**config.mk**
```make
export PLATFORM = sky130hd
export DESIGN_NAME = fifo_burst_reader
export DESIGN_NICKNAME = d
export VERILOG_FILES = /design/src/rtl/fifo_burst_reader.sv
export SDC_FILE = /design/constraint.sdc
export NUM_CORES = 1
export LEC_CHECK = 0
export CORE_UTILIZATION = 47
export CTS_CLUSTER_DIAMETER = 80
export DETAILED_ROUTE_END_ITERATION = 10
export HOLD_SLACK_MARGIN = 0.15
export PLACE_DENSITY = 0.76
export SYNTH_ARGS = -nofsm -noshare
export SYNTH_HDL_FRONTEND = slang
export SYNTH_SLANG_ARGS = --single-unit
```
**constraint.sdc**
```tcl
create_clock -name clk -period 2.5 [get_ports clk]
set_clock_uncertainty 0.05 [all_clocks]
set_input_delay 0.625 -clock clk [delete_from_list [all_inputs] [get_ports clk]]
set_output_delay 0.625 -clock clk [all_outputs]
set_load 0.01 [all_outputs]
```
**src/rtl/fifo_burst_reader.sv**
```systemverilog
// Pops a show-ahead FIFO into a registered valid/ready stream in BURST_LEN bursts, or single beats after TIMEOUT.
// Half-full -> first beat valid two cycles later, then 1 beat/cycle; a stalled output word holds and blocks pops.
module fifo_burst_reader #(
  parameter int WIDTH     = 32,
  parameter int BURST_LEN = 16,
  parameter int TIMEOUT   = 255
) (
  input  logic             clk,
  input  logic             rest,
  input  logic             flush,
  input  logic             fifo_empty,
  input  logic             fifo_half,
  output logic             fifo_read,
  input  logic [WIDTH-1:0] fifo_data,
  output logic             m_valid,
  input  logic             m_ready,
  output logic [WIDTH-1:0] m_data,
  output logic             m_last,
  output logic             busy,
  output logic [15:0]      burst_cnt
);

  localparam int PW = $clog2(BURST_LEN + 1);
  localparam int IW = $clog2(TIMEOUT + 1);

  localparam logic [PW-1:0] POP_LAST = PW'(BURST_LEN - 1);
  localparam logic [PW-1:0] POP_FULL = PW'(BURST_LEN);
  localparam logic [IW-1:0] IDLE_MAX = IW'(TIMEOUT);

  localparam logic [1:0] IDLE   = 2'd0;
  localparam logic [1:0] BURST  = 2'd1;
  localparam logic [1:0] SINGLE = 2'd2;

  logic [1:0]    state;
  logic [PW-1:0] pop_cnt;
  logic [IW-1:0] idle_cnt;
  logic          slot_free;
  logic          handshake;

  assign slot_free = !m_valid || m_ready;
  assign handshake = m_valid && m_ready;
  assign busy      = (state != IDLE) || m_valid;

  assign fifo_read = !flush && !fifo_empty && slot_free &&
                     (((state == BURST) && (pop_cnt < POP_FULL)) ||
                      ((state == SINGLE) && (pop_cnt == '0)));

  always_ff @(posedge clk or negedge rest) begin
    if (!rest) begin
      state     <= IDLE;
      pop_cnt   <= '0;
      idle_cnt  <= '0;
      m_valid   <= 1'b0;
      m_data    <= '0;
      m_last    <= 1'b0;
      burst_cnt <= '0;
    end else begin
      // A last beat accepted in the same cycle as a flush still completes its burst.
      if (handshake && m_last) begin
        burst_cnt <= burst_cnt + 16'd1;
      end

      if (flush) begin
        m_valid  <= 1'b0;
        m_last   <= 1'b0;
        state    <= IDLE;
        pop_cnt  <= '0;
        idle_cnt <= '0;
      end else begin
        if (fifo_read) begin
          m_data  <= fifo_data;
          m_valid <= 1'b1;
          m_last  <= (state == SINGLE) || (pop_cnt == POP_LAST);
          pop_cnt <= pop_cnt + PW'(1);
        end else if (handshake) begin
          m_valid <= 1'b0;
        end

        case (state)
          IDLE: begin
            pop_cnt <= '0;
            if (fifo_half) begin
              state    <= BURST;
              idle_cnt <= '0;
            end else begin
              if ((idle_cnt == IDLE_MAX) && !fifo_empty) begin
                state <= SINGLE;
              end
              if (fifo_empty) begin
                idle_cnt <= '0;
              end else if (idle_cnt != IDLE_MAX) begin
                idle_cnt <= idle_cnt + IW'(1);
              end
            end
          end
          // idle_cnt is left untouched here so a trickle keeps draining without re-waiting.
          BURST, SINGLE: begin
            if (handshake && m_last) begin
              state   <= IDLE;
              pop_cnt <= '0;
            end
          end
          default: state <= IDLE;
        endcase
      end
    end
  end

endmodule
```
==> metrics.cfg <==
[run_status]
status = complete, no violations

[layout]
diodes = 0
synthToLayoutAreaGrowth_pct = 40.64
final_cells = 413
nets = 380
drive_gt1_share_pct = 18.05

[setup_path]
cpPeakStageDelay_ns = 0.53
cp_max_fo = 7
worstPathArrival_ns = 1.71
cp_slowest_cell = clkdlybuf4s50_1
worst-setup-path-type = flop to output port
crit_chain = inv_1 > ha_1 > nand2b_1 > clkdlybuf4s50_1
startpoint_type = flop
path_delay_family = buffers and inverters
critPathBufInv = 2
cp_data_required_time_ns = 1.82
cp-end-kind = output port

[cts]
clk_transition_reported_paths_ns = 0.07
h-tree-depth = 3
cts_tree = built
clock_path_buffers = 2
cts_buffers = 9
cts_sinks = 65
postCtsSetupBuffers = 0
clkLatencyLatePin_ns = 0.33
root_buffer = clkbuf_8

[run]
cap_violations = 0

[logic_synthesis]
ys_types = 41
synth_area_leader_cell = dfrtp_1
synthesis.instances = 230
synth-async-reset-ratio_pct = 100.0
synth-main-ff-cell = dfrtp_1
postSynthAreaPerCell_um2 = 13.20
yosys.area.top_type_share_pct = 53.59
synth_nets = 277
synth_edf_count = 0
ys_warn_count = 0
ys_seq_area_share_pct = 53.59
synth-seq-cells = 65
ys_top_cells_by_area = dfrtp_1, mux2_4, xnor2_1, ha_1, mux2_1
synth.cell_area_um2 = 3035

[floorplanning]
start_util_pct = 50.08
die_y_um = 82.37
die_w_um = 82.37
die_area_um2 = 6784
num_io_pins = 90
fp-row-count = 28
coreArea_um2 = 6061

[route]
drt_iter0_markers = 65
drt-total-wl_um = 6161
wl_per_cell_um = 14.92
ant_nets = 0
drc = 0
via_per_inst = 5.203
drtPass1Iterations = 5
vias = 2149

[power_and_ir_drop]
internal-power_mw = 2.635
vdd_drop_max_uv = 565.0
switchingPower_mw = 0.8709
clkPwrFrac_pct = 30.4
seq_power_share_pct = 39.7
sw_frac_of_total_pct = 24.84
p_comb_share_pct = 29.9
power_density_nw_per_um2 = 821.2
p_leak_nw = 1.817
total_power_mw = 3.506

[grt]
grt_start_max_net_pins = 66
grt_pass1_wl_um = 9873
grt_pass1_vias = 2088
grt_use_total_pct = 19.86
grt-ovfl-total = 0
antenna_found_initial = 0

[timing]
finalSetupViolCount = 0
tns_ns = 0
drv_slew = 0
rsz0062_at_grt = no
finalHoldViolations = 0
period_share_pct = 95.32
fin_crit_ns = 2.383
slew_headroom_pct = 60.69
tightest_slew_ns = 0.5897
fmax_mhz = 419.6

[placed_design]
io_buffers = 89
place.gp.congestion = 0.8251
dp_hpwl_um = 4355
dpl.cell_count = 397

[worst_hold_path]
min_path_type = input port to async pin

-- stage by stage --
step                hold slack (ns)  instance area (µm²)  setup slack (ns)  util [%]
floorplan                    0.2794                 3035            0.4398         -
global placement             0.4118                 4029           -0.1974     66.47
detailed placement           0.4184                 4029           -0.2138     66.47
CTS                          0.2616                 4270           0.04595     70.46
global route                 0.2736                 4269           0.02553     70.44
finish                       0.2480                 4269            0.1169     70.44
-- power by group through the flow --
stage / Sequential, mW / Clock (mW) / Combinational, mW
after global routing: 1.42 / 1.14 / 1.12
final: 1.39 / 1.07 / 1.05
after detailed placement: 1.41 / 0 / 1.06
after global placement: 1.40 / 0 / 1.05
after CTS: 1.39 / 1.10 / 1.06
after floorplan: 1.51 / 0 / 0.352
-- timing repair --
action	4_1_cts	5_1_grt
pin swaps	1	1
resized for setup	1	3
hold buffers	0	0
endpoints found under the setup margin	1	1
-- synthesized netlist by cell type, types with 2 or more instances --
cell type	n
dfrtp_1	65
mux2_4	27
xnor2_1	15
nor2_1	12
nand3_1	11
nand2_1	10
ha_1	9
a21oi_1	8
inv_1	8
nand4_1	8
and4_1	5
mux2_1	5
nand2b_1	3
nor3_1	3
o21ai_1	3
or2_1	3
a211oi_1	2
a31oi_1	2
a41oi_1	2
and3_1	2
buf_8	2
mux2i_1	2
nor3_2	2
o22ai_1	2
or3_1	2
xor2_1	2
-- worst paths after layout --
path / startpoint / endpoint / slack, ns / cells past startpoint
setup / recovery: state[1] / busy / 0.12 / 4
hold / removal: rest / m_data[0] / 0.25 / 2
setup reg to reg: state[0] / m_data[10] / 0.28 / 7
hold reg to reg: burst_cnt[15] / burst_cnt[15] / 0.42 / 1
max in group asynchronous: rest / m_data[21] / 1.85 / 2
min in group clk: burst_cnt[15] / burst_cnt[15] / 0.42 / 1
-- layout by cell type (no fill, tap or decap), types with 2 or more instances in the layout --
cell and instances:
a211oi_1 2, a21oi_1 8, a31oi_1 2, a41oi_1 2, and3_1 2, and4_1 5, buf_4 7, bufinv_16 3
clkbuf_8 9, clkdlybuf4s50_1 87, clkinvlp_4 2, dfrtp_1 65, ha_1 8, inv_1 8, mux2_1 5, mux2_4 27
mux2i_1 2, nand2_1 10, nand2b_1 3, nand3_1 11, nand4_1 8, nor2_1 12, nor3_1 3, nor3_2 2
o21ai_1 3, o22ai_1 2, or2_1 3, or3_1 2, xnor2_1 15, xor2_1 2
-- metal layers --
layer	up-vias	part of all wire, %	routed length (µm)	GRT usage, %
met2	64	50	3091	33.80
met3	4	5.1	312	3.736
met4	0	0.84	52	8.947
li1	1028	-	-	-
met5	-	0	0	0
met1	1053	44	2704	24.40
-- sequential cells by signal, indices dropped and copies added (netlist names) --
| name | cells |
|---|---|
| burst_cnt | 16 |
| idle_cnt | 8 |
| m_data | 32 |
| m_last | 1 |
| m_valid | 1 |
| pop_cnt | 5 |
| state | 2 |
-- final cells by class --
cell class	count	area, µm²
Fill cell	437	1792
Sequential cell	65	1627
Multi-Input combinational cell	151	1314
Timing Repair Buffer	97	953.4
Clock buffer	9	123.9
Clock inverter	7	118.9
Tap cell	75	93.84
Inverter	9	38.79
-- logic make-up after synthesis --
kind of cell,Yosys count,synth area share (%)
compound gates,25,5.729
buf+inv,14,3.215
fa+ha+maj,9,3.710
mux,34,15.87
flops,65,53.59
xor+xnor,17,4.905
simple gates,66,12.98
Power figures use the tool's default switching activity.
